## config.mk

```make
export PLATFORM = sky130hd
export DESIGN_NAME = axis_sort_engine
export DESIGN_NICKNAME = d
export VERILOG_FILES = /design/src/rtl/axis_sort_engine.sv
export SDC_FILE = /design/constraint.sdc
export NUM_CORES = 1
export LEC_CHECK = 0
export BUFFER_PORTS_ARGS = -buffer_cell sky130_fd_sc_hd__buf_2
export CAP_MARGIN = 20
export CELL_PAD_IN_SITES_DETAIL_PLACEMENT = 0
export CELL_PAD_IN_SITES_GLOBAL_PLACEMENT = 2
export CORE_ASPECT_RATIO = 2
export CORE_UTILIZATION = 40
export DETAILED_ROUTE_END_ITERATION = 8
export GPL_ROUTABILITY_DRIVEN = 0
export PLACE_DENSITY_LB_ADDON = 0.1
export SLEW_MARGIN = 20
export SYNTH_ARGS = -nofsm -noshare
export SYNTH_HDL_FRONTEND = slang
export SYNTH_SLANG_ARGS = --single-unit
export TNS_END_PERCENT = 5
```

## constraint.sdc

```tcl
create_clock -name clk -period 15.1 [get_ports clk]
set_input_delay 0.755 -clock clk [delete_from_list [all_inputs] [get_ports clk]]
set_output_delay 0.755 -clock clk [all_outputs]
set_load 0.005 [all_outputs]
```

## src/rtl/axis_sort_engine.sv

```systemverilog
// Packet insertion sorter: collects one tlast-terminated packet (up to 2**ADDRESS
// words), keeping storage sorted as each word arrives, then streams it back out.
// Latency: first sorted word valid the cycle after tlast is accepted; drains one word per oready cycle.
// Backpressure: tready is low for the whole output phase; odata/olast hold while oready is low.
//
// Ports:
//   clk, reset            - clock (rising edge) and asynchronous active-low reset
//   tvalid/tready/tlast/tdata - input stream
//   ovalid/oready/olast/odata - sorted output stream
//   sort_desc, sort_signed    - order/compare mode, sampled on the first word of each packet
//   pkt_count             - number of words currently stored
//   trunc                 - sticky: current packet overflowed storage and words were dropped
module axis_sort_engine #(
    parameter int WIDTH   = 16,
    parameter int ADDRESS = 4
) (
    input  logic               clk,
    input  logic               reset,
    input  logic               tvalid,
    output logic               tready,
    input  logic               tlast,
    input  logic [WIDTH-1:0]   tdata,
    output logic               ovalid,
    input  logic               oready,
    output logic               olast,
    output logic [WIDTH-1:0]   odata,
    input  logic               sort_desc,
    input  logic               sort_signed,
    output logic [ADDRESS:0]   pkt_count,
    output logic               trunc
);

    localparam int DEPTH = 2 ** ADDRESS;

    typedef enum logic [1:0] {IDLE, LOAD, OUT} state_t;

    state_t             state;
    logic [WIDTH-1:0]   mem     [DEPTH];
    logic [WIDTH-1:0]   mem_nxt [DEPTH];
    logic [ADDRESS:0]   count;
    logic [ADDRESS:0]   count_inc;
    logic [ADDRESS:0]   pos;
    logic [ADDRESS-1:0] rd_idx;
    logic [ADDRESS-1:0] rd_nxt;
    logic               desc_q;
    logic               signed_q;
    logic               desc_eff;
    logic               signed_eff;
    logic               accept;
    logic               first;
    logic               full;
    logic               ins;
    logic [WIDTH-1:0]   head;

    // True when stored entry e must stay ahead of incoming d. Using <= / >= puts
    // new words behind equal ones, which keeps the sort stable.
    function automatic logic goes_before(input logic [WIDTH-1:0] e,
                                         input logic [WIDTH-1:0] d,
                                         input logic dsc,
                                         input logic sgn);
        logic [WIDTH-1:0] ek;
        logic [WIDTH-1:0] dk;
        // Flipping the sign bit maps two's-complement order onto unsigned order.
        ek = e;
        dk = d;
        ek[WIDTH-1] = e[WIDTH-1] ^ sgn;
        dk[WIDTH-1] = d[WIDTH-1] ^ sgn;
        return dsc ? (ek >= dk) : (ek <= dk);
    endfunction

    assign accept    = tvalid & tready;
    assign first     = (count == '0) && !trunc;
    assign full      = (count == (ADDRESS+1)'(DEPTH));
    assign ins       = accept && !full;
    assign count_inc = count + {{ADDRESS{1'b0}}, ins};
    assign rd_nxt    = rd_idx + 1'b1;
    assign pkt_count = count;

    // The first word of a packet is inserted using the live mode inputs, since
    // the latched copy only updates on that same edge.
    assign desc_eff   = first ? sort_desc   : desc_q;
    assign signed_eff = first ? sort_signed : signed_q;

    // Storage is always sorted, so the entries that go before tdata form a prefix.
    always_comb begin
        pos = '0;
        for (int i = 0; i < DEPTH; i++) begin
            if (((ADDRESS+1)'(i) < count) && goes_before(mem[i], tdata, desc_eff, signed_eff))
                pos = pos + 1'b1;
        end
    end

    always_comb begin
        mem_nxt[0] = (pos == '0) ? tdata : mem[0];
        for (int i = 1; i < DEPTH; i++) begin
            if ((ADDRESS+1)'(i) < pos)
                mem_nxt[i] = mem[i];
            else if ((ADDRESS+1)'(i) == pos)
                mem_nxt[i] = tdata;
            else
                mem_nxt[i] = mem[i-1];
        end
    end

    // Word presented on the first output beat, including the one inserted on the tlast edge.
    assign head = ins ? mem_nxt[0] : mem[0];

    always_ff @(posedge clk) begin
        if (ins) begin
            for (int i = 0; i < DEPTH; i++)
                mem[i] <= mem_nxt[i];
        end
    end

    always_ff @(posedge clk or negedge reset) begin
        if (!reset) begin
            state    <= IDLE;
            count    <= '0;
            rd_idx   <= '0;
            tready   <= 1'b0;
            ovalid   <= 1'b0;
            olast    <= 1'b0;
            odata    <= '0;
            trunc    <= 1'b0;
            desc_q   <= 1'b0;
            signed_q <= 1'b0;
        end else begin
            case (state)
                IDLE: begin
                    state  <= LOAD;
                    tready <= 1'b1;
                end
                LOAD: begin
                    if (accept) begin
                        if (first) begin
                            desc_q   <= sort_desc;
                            signed_q <= sort_signed;
                        end
                        if (full)
                            trunc <= 1'b1;
                        count <= count_inc;
                        if (tlast) begin
                            state  <= OUT;
                            tready <= 1'b0;
                            ovalid <= 1'b1;
                            odata  <= head;
                            olast  <= (count_inc == (ADDRESS+1)'(1));
                        end
                    end
                end
                OUT: begin
                    if (ovalid && oready) begin
                        if (olast) begin
                            state  <= LOAD;
                            tready <= 1'b1;
                            ovalid <= 1'b0;
                            olast  <= 1'b0;
                            odata  <= '0;
                            count  <= '0;
                            rd_idx <= '0;
                            trunc  <= 1'b0;
                        end else begin
                            rd_idx <= rd_nxt;
                            odata  <= mem[rd_nxt];
                            olast  <= ({1'b0, rd_nxt} == (count - 1'b1));
                        end
                    end
                end
                default: begin
                    state  <= IDLE;
                    tready <= 1'b0;
                    ovalid <= 1'b0;
                end
            endcase
        end
    end

endmodule

```

==> results of run 1 <==
## logic make-up after synthesis
family | Yosys count | share of synthesized area, %
and+or+nand+nor | 401 | 9.81
DFF | 289 | 36.2
xor gates and xnor gates | 72 | 3.20
AOI/OAI and AO/OA | 429 | 12.5
adders and majority gates | 261 | 14.2
muxes | 344 | 21.0
buffers and inverters | 171 | 3.13
## cells in the mapped netlist, types with 6 or more instances
| cell | instances | share of area, % |
|---|---|---|
| a21oi_1 | 88 | 1.9 |
| a211o_1 | 7 | 0.27 |
| nor2_1 | 59 | 0.96 |
| o21a_1 | 31 | 1.0 |
| edfxtp_1 | 240 | 31 |
| xor2_1 | 31 | 1.2 |
| o21ai_1 | 6 | 0.13 |
| buf_2 | 16 | 0.35 |
| nand4_1 | 55 | 1.5 |
| o221ai_1 | 8 | 0.30 |
| ha_1 | 261 | 14 |
| nand3_1 | 37 | 0.80 |
| or3_1 | 16 | 0.43 |
| mux4_2 | 80 | 7.8 |
| and2_1 | 13 | 0.35 |
| nand2b_1 | 24 | 0.65 |
| mux2_2 | 193 | 9.4 |
| inv_1 | 74 | 1.2 |
| mux2i_1 | 16 | 0.69 |
| and4_1 | 6 | 0.23 |
| a22oi_1 | 19 | 0.62 |
| mux2_4 | 21 | 1.4 |
| nor2b_1 | 27 | 0.73 |
| dfrtp_1 | 33 | 3.6 |
| clkbuf_1 | 56 | 0.91 |
| nand2_1 | 89 | 1.4 |
| buf_1 | 13 | 0.21 |
| a21o_1 | 36 | 1.2 |
| o21ai_0 | 90 | 2.0 |
| dfxtp_1 | 16 | 1.4 |
| nor3_4 | 8 | 0.56 |
| buf_4 | 8 | 0.26 |
| nor3_1 | 23 | 0.50 |
| o211ai_1 | 43 | 1.4 |
| or4_1 | 7 | 0.23 |
| xnor2_1 | 32 | 1.2 |
| a211oi_1 | 22 | 0.72 |
| o31ai_1 | 10 | 0.33 |
| a22o_1 | 6 | 0.23 |
| mux2_1 | 34 | 1.7 |
| a31oi_1 | 12 | 0.33 |
## through the flow
step           area, um^2  hold WS (ps)
5_1_grt             25900           245
3_5_place_dp        24700           513
6_report            25900           218
2_1_floorplan       23000           459
3_3_place_gp        24700           505
4_1_cts             25900           230
## worst max-delay path: cells and delay by family
kind            cells  cell delay (ps)
fa+ha+maj          14             4260
compound gates     17             3460
xor+xnor            2              480
buf+inv             8             1320
mux                 6             1540
simple gates       16             2440
## registers in the layout, summed over array words and instances (netlist names)
name       count
desc_q         1
mem          256
odata         16
olast          1
ovalid         1
pkt_count      5
rd_idx         4
signed_q       1
state          2
tready         1
trunc          1
## power by group through the flow
stage	logic (mW)	registers, mW	clock network [mW]
after floorplan	0.496	0.951	0
after global placement	0.726	0.981	0
after detailed placement	0.735	0.981	0
after CTS	0.738	0.964	0.884
after global routing	0.806	0.969	0.909
final	0.739	0.964	0.867
## final cells by class
class                           instances  area, um^2
Clock inverter                         23         314
Inverter                               74         278
Sequential cell                       289        8360
Multi-Input combinational cell       1507       14100
Timing Repair Buffer                  131        1080
Antenna cell                            1        2.50
Tap cell                              756         946
Fill cell                            5457       31200
Clock buffer                           33         793
## routing by layer
layer  vias to the layer above  part of all wire, %
met5                         -                    0
met4                         0                  8.0
met3                       241                  3.6
met2                       527                   55
met1                      8934                   34
li1                       7851                    -
## worst max-delay path by stage
stage             start          to  cells past startpoint
6_report       tdata[1]  mem[10][8]                     63
5_1_grt        tdata[1]  mem[10][0]                     63
4_1_cts        tdata[1]  mem[10][0]                     63
3_5_place_dp   tdata[1]  mem[6][11]                     63
3_3_place_gp   tdata[1]   mem[6][8]                     63
2_1_floorplan  tdata[1]   mem[2][0]                     62
==> flow_summary.json, run 1 <==
{
  "status": "finished clean",
  "clock_latency_ps": 600,
  "die_w_um": 172,
  "rows": 124,
  "cts_tree": "yes",
  "htreeDepth": 1,
  "rrSetupSlack_ps": 1570,
  "ys_seq_area_share_pct": 36.2,
  "clock_tree.buffer_depth": 3,
  "synth_cells": 1967,
  "rsz0062_at_grt": "false",
  "cpPeakStageDelay_ps": 710,
  "final-hold-violation-count": 0,
  "finalClockSkew_ps": 13.3,
  "maxSlewHeadroom_pct": 32.8,
  "synthDistinctLibCells": 88,
  "synth_area_per_cell_um2": 11.7,
  "drt-total-wl_mm": 87.0,
  "vias": 17600,
  "r2r_start": "mem[0][1]",
  "viasPerCell": 6.24,
  "first_iter_violations": 1183,
  "postRouteAntennaNets": 0,
  "grt_pass1_vias": 18700,
  "endpoint_kind": "register",
  "vdd_drop_max_uv": 81.7,
  "grt_first_pass_wirelength_mm": 126,
  "cts_sinks": 289,
  "cap_violations": 0,
  "async_flop_share_pct": 11.4,
  "holdBufCountCts": 0,
  "p_leak_nw": 9.81,
  "p_comb_share_pct": 28.7,
  "yosysWarnings": 0,
  "synth_seq_cells": 289,
  "hold_path.class": "in2async",
  "worstReg2RegEnd": "mem[10][8]",
  "die_area_mm2": 0.0586,
  "use_met1_pct": 30.5,
  "internal-power_mw": 1.71,
  "dpl_worst_slack_ps": 712,
  "syn_nets": 2251,
  "ctsResizeCount": 0,
  "setup_viol": 0,
  "overflow": 0,
  "crit_required_ps": 15450,
  "switching_share_pct": 33.5,
  "track_usage_pct": 30.2,
  "worst_pin_slew_ps": 999,
  "busiest_layer": "met2",
  "synth_ff_type": "edfxtp_1",
  "floorplan.initialDensity_pct": 40.4,
  "cts_setup_buffers": 0,
  "clkTransAtPathRegs_ps": 70,
  "p_per_area_mw_per_mm2": 99.4,
  "start_kind": "primary input",
  "post-dp-hpwl_mm": 68.3,
  "ioPinCount": 48,
  "pwr-share-clk_pct": 33.7,
  "synth-edff-count": 240,
  "drive_above_1_share_pct": 26.0,
  "crit_arrival_ps": 14260,
  "dr.pass1.iters": 5,
  "cts_buffers": 30,
  "period_needed_ps": 13910,
  "place_inst": 2757,
  "grt_antenna_before_repair": 0,
  "max_clock_freq_ghz": 0.0719,
  "core_area_mm2": 0.0571,
  "seqPwrFrac_pct": 37.5,
  "wl_per_cell_um": 30.9,
  "final_cell_mix": "ha_1, edfxtp_1, mux2_2",
  "post-route-util_pct": 45.3,
  "slew_violations": 0,
  "drc": 0,
  "io_buffers": 47,
  "gr-usage-met3_pct": 3.04,
  "tns_ps": 0,
  "min_period_over_period_pct": 92.1,
  "worst_slack_ps": 1190,
  "critPathMaxFanout": 17,
  "final_common_cell": "ha_1",
  "worstRegToRegCells": 61,
  "final_nets": 2317,
  "grt_use_met2_pct": 57.0,
  "die_h_um": 341,
  "netSwitchingPower_mw": 0.861,
  "fin_cells": 2814,
  "grt_max_degree": 40,
  "crit_top_cell": "ha_1",
  "crit_type": "in2reg",
  "area_growth_pct": 12.2,
  "syn_area_mm2": 0.0230,
  "power_mw": 2.57,
  "cp_slowest_cell": "o21ai_0",
  "cts-root-buf": "clkbuf_16"
}
Power figures use the tool's default switching activity.
==> run 2, diff against run 1 <==
Settings changed: CORE_UTILIZATION 40 to 45.
==> flow_summary.json, run 2 (synthesized netlist as in run 1, its figures left out) <==
{
  "status": "finished clean",
  "track_usage_pct": 32.1,
  "postRouteAntennaNets": 0,
  "core_area_mm2": 0.0508,
  "die_area_mm2": 0.0522,
  "rrSetupSlack_ps": 1210,
  "largest_reg_flops": 256,
  "final_cell_mix": "ha_1, edfxtp_1, mux2_2",
  "die_w_um": 162,
  "cts-root-buf": "clkbuf_16",
  "power_mw": 2.45,
  "final_common_cell": "ha_1",
  "grt_max_degree": 50,
  "vias": 17500,
  "io_buffers": 47,
  "overflow": 0,
  "worstReg2RegEnd": "mem[11][3]",
  "drive_above_1_share_pct": 25.7,
  "critPathMaxFanout": 16,
  "crit_top_cell": "ha_1",
  "cts_buffers": 31,
  "tns_ps": 0,
  "rows": 117,
  "slew_violations": 0,
  "dr.pass1.iters": 5,
  "antenna_cells": 0,
  "p_leak_nw": 9.83,
  "cap_violations": 0,
  "wl_per_cell_um": 30.4,
  "grt_pass1_vias": 18100,
  "max_clock_freq_ghz": 0.0720,
  "largest_register": "mem",
  "cts_setup_buffers": 0,
  "htreeDepth": 1,
  "clock_latency_ps": 600,
  "cpPeakStageDelay_ps": 890,
  "endpoint_kind": "register",
  "crit_arrival_ps": 14230,
  "hold_path.class": "in2async",
  "ctsResizeCount": 0,
  "rsz0062_at_grt": "false",
  "start_kind": "register",
  "period_needed_ps": 13890,
  "grt_antenna_before_repair": 0,
  "first_iter_violations": 1298,
  "cp_slowest_cell": "nor3_4",
  "min_period_over_period_pct": 92.0,
  "place_inst": 2667,
  "p_per_area_mw_per_mm2": 95.3,
  "r2r_start": "pkt_count[0]",
  "clock_tree.buffer_depth": 3,
  "post-dp-hpwl_mm": 64.3,
  "drt-total-wl_mm": 82.8,
  "dpl_cell_area_mm2": 0.0248,
  "holdBufCountCts": 0,
  "grt_first_pass_wirelength_mm": 120,
  "crit_required_ps": 15440,
  "crit_type": "reg2reg",
  "finalClockSkew_ps": 12.9,
  "clkTransAtPathRegs_ps": 60,
  "ioPinCount": 48,
  "setup_viol": 0,
  "worst_pin_slew_ps": 1030,
  "final_nets": 2330,
  "drc": 0,
  "floorplan.initialDensity_pct": 45.4,
  "die_h_um": 322,
  "final-hold-violation-count": 0,
  "area_growth_pct": 11.6,
  "cts_sinks": 289,
  "vdd_drop_max_uv": 77.2,
  "final_area_mm2": 0.0257,
  "fin_cells": 2723,
  "viasPerCell": 6.42,
  "maxSlewHeadroom_pct": 31.2,
  "worstRegToRegCells": 58,
  "cts_tree": "yes"
}
-- run 2: per-layer routing --
layer  vias to the layer above  share of wire (%)  track usage, %  wire length [um]
li1                       7870                  -               -                 -
met1                      8863                 35            33.5             29100
met2                       542                 54            60.1             44900
met3                       202                3.5            2.79              2910
met4                         0                7.2            21.2              5980
met5                         -                  0               0                 0
-- run 2: metrics by stage --
step	util, %	hold WS, ps	setup slack, ps
after floorplan	-	459	1410
after global placement	48.8	487	1170
after detailed placement	48.8	524	894
after CTS	50.6	218	1360
after global routing	50.6	270	496
final	50.6	227	1210
-- run 2: final cells by class --
cell class,instances,area [um^2]
well taps,654,818
inverters,74,278
multi-input cells,1507,14100
clock inverters,14,109
flip-flops and latches,289,8360
repair buffers,143,1230
fillers,4541,25100
clock buffers,42,837
-- run 2: how the worst max path moves through the flow --
stage	startpoint	endpoint	cells after the start
after floorplan	tdata[1]	mem[2][0]	62
after detailed placement	tdata[1]	mem[11][0]	62
final	pkt_count[0]	mem[11][3]	58
after global routing	pkt_count[0]	mem[11][3]	58
after CTS	pkt_count[0]	mem[11][0]	58
after global placement	tdata[1]	mem[11][1]	60
-- run 2: worst max-delay path, delay by kind of cell, from the launching register on --
| family | cells | cell delay, ps |
|---|---|---|
| buffers and inverters | 5 | 600 |
| DFF | 1 | 360 |
| xor gates and xnor gates | 3 | 690 |
| adders and majority gates | 15 | 4460 |
| and+or+nand+nor | 16 | 3650 |
| muxes | 6 | 1650 |
| AOI/OAI and AO/OA | 13 | 2190 |
-- run 2: report_power, final --
part	internal, mW	leakage [nW]	switching (mW)	total [mW]
Sequential	0.905	2.73	0.0575	0.962
Clock	0.418	0.461	0.344	0.762
Combinational	0.307	6.64	0.422	0.729
==> run 3, diff against run 2 <==
Settings changed: ABC_AREA set to 1, CORE_UTILIZATION 45 to 39, RECOVER_POWER set to 100.
Clock period 15.1 ns to 13.19 ns, I/O delays scaled along.
==> flow_summary.json, run 3 <==
{
  "status": "complete, but fails checks",
  "violations": "capacitance limit, slew limit",
  "cts_setup_buffers": 0,
  "worstRegToRegCells": 66,
  "largest_register": "mem",
  "syn_nets": 3128,
  "yosysWarnings": 0,
  "vias": 20800,
  "floorplan.initialDensity_pct": 39.6,
  "crit_type": "reg2reg",
  "die_w_um": 173,
  "grt_pass1_vias": 20900,
  "fill_cells": 6001,
  "cp_slowest_cell": "clkbuf_2",
  "worstReg2RegEnd": "mem[2][9]",
  "route.met2.wl_mm": 47.1,
  "io_buffers": 47,
  "synth_cells": 2844,
  "cts_sinks": 289,
  "track_usage_pct": 31.7,
  "cpPeakStageDelay_ps": 570,
  "min_period_over_period_pct": 91.5,
  "post-dp-hpwl_mm": 72.6,
  "grt_max_degree": 65,
  "die_area_mm2": 0.0593,
  "ioPinCount": 48,
  "hold_path.class": "in2reg",
  "die_h_um": 343,
  "final_common_cell": "nand2_1",
  "yosys-top-cells-area": "edfxtp_1, ha_1, nand2_1, o21ai_0, a21oi_1",
  "async_flop_share_pct": 11.4,
  "drc": 0,
  "area_growth_pct": 8.17,
  "yosys.cell_count.top_type": "nand2_1",
  "critPathMaxFanout": 18,
  "cap_violations": 3,
  "rows": 124,
  "final_nets": 3141,
  "worst_pin_slew_ps": 2670,
  "period_needed_ps": 12070,
  "wl_met1_mm": 32.4,
  "finalClockSkew_ps": 19.9,
  "cts_tree": "yes",
  "clkTransAtPathRegs_ps": 70,
  "maxSlewHeadroom_pct": -77.7,
  "viasPerCell": 5.71,
  "first_iter_violations": 1536,
  "synthDistinctLibCells": 56,
  "synth_common_cells": "nand2_1, nor2_1, ha_1",
  "setup_viol": 0,
  "final-hold-violation-count": 0,
  "r2r_start": "pkt_count[1]",
  "htreeDepth": 1,
  "start_kind": "register",
  "ctsResizeCount": 0,
  "clock_tree.buffer_depth": 3,
  "max_clock_freq_ghz": 0.0828,
  "hold_depth": 3,
  "wl_met3_mm": 3.98,
  "largest_reg_flops": 256,
  "grt_antenna_before_repair": 1,
  "dr.max_layer_used": "met5",
  "drive_above_1_share_pct": 8.41,
  "slew_violations": 136,
  "crit_required_ps": 13440,
  "synth_area_per_cell_um2": 7.99,
  "syn_area_mm2": 0.0227,
  "ys_seq_area_share_pct": 36.8,
  "cts-root-buf": "clkbuf_16",
  "drt-total-wl_mm": 93.5,
  "synth_top_area_share_pct": 31.7,
  "rsz0062_at_grt": "false",
  "hold_start": "tdata[8]",
  "rrSetupSlack_ps": 1120,
  "crit_top_cell": "nand2_1",
  "crit_arrival_ps": 12330,
  "clock_latency_ps": 630,
  "synth_seq_cells": 289,
  "overflow": 0,
  "final_cell_mix": "nand2_1, o21ai_0, nor2_1",
  "hold_slack_ps": 396,
  "holdBufCountCts": 0,
  "postRouteAntennaNets": 0,
  "tns_ps": 0,
  "synth-edff-count": 240,
  "endpoint_kind": "register",
  "grt_first_pass_wirelength_mm": 137,
  "synth_ff_type": "edfxtp_1",
  "dr.pass1.iters": 5,
  "cts_buffers": 30,
  "core_area_mm2": 0.0574,
  "hold_path_end": "mem[1][8]",
  "wl_per_cell_um": 25.7,
  "synth.largest_area_cell": "edfxtp_1"
}
run 3: how the worst max path moves through the flow:
stage,from,to,slack [ps],cells past startpoint
3_5_place_dp,tdata[11],mem[8][7],1250,60
4_1_cts,pkt_count[1],mem[8][7],1310,64
6_report,pkt_count[1],mem[2][9],1120,66
2_1_floorplan,tdata[13],mem[5][0],1390,62
5_1_grt,pkt_count[1],mem[2][9],220,66
3_3_place_gp,tdata[11],mem[8][5],1280,60
run 3: layout make-up:
type	count	area, um^2	share of cell area (%)
flip-flops and latches	289	8350	34.0
well taps	756	946	3.85
repair buffers	114	644	2.62
multi-input cells	2173	12800	52.0
clock inverters	14	98.8	0.402
clock buffers	39	816	3.32
diodes	2	5.00	0.0204
inverters	249	942	3.83
run 3: critical path, delay by kind of cell (launching register included):
kind                       cells  cell delay (ps)
AOI/OAI and AO/OA              7             1320
buffers and inverters         10             1460
xor gates and xnor gates       1               90
DFF                            1              460
and+or+nand+nor               33             4050
adders and majority gates     15             4290
run 3: routing by layer:
metal / track usage [%] / vias to the layer above
li1: - / 9989
met1: 32.2 / 9808
met2: 57.3 / 683
met3: 3.46 / 284
met4: 28.9 / 2
met5: 0 / -
run 3: cell families after synthesis:
kind of cell | after synthesis | synth area share [%]
xor+xnor | 17 | 0.655
flops | 289 | 36.8
compound gates | 746 | 18.4
fa+ha+maj | 261 | 14.4
simple gates | 1149 | 23.0
buf+inv | 382 | 6.79
run 3: stage by stage:
stage          area [um^2]  setup WS (ps)  util (%)  std cells
4_1_cts              24700           1310      43.1       3633
3_3_place_gp         23800           1280      41.5       3580
3_5_place_dp         23800           1250      41.5       3580
2_1_floorplan        22700           1390         -       2844
5_1_grt              24600            222      42.8       3634
6_report             24600           1120      42.8       3636
Power of run 3 is left out: the tool's default activity adds up to more than one toggle a clock period on the data nets, which glitch-free logic cannot reach.
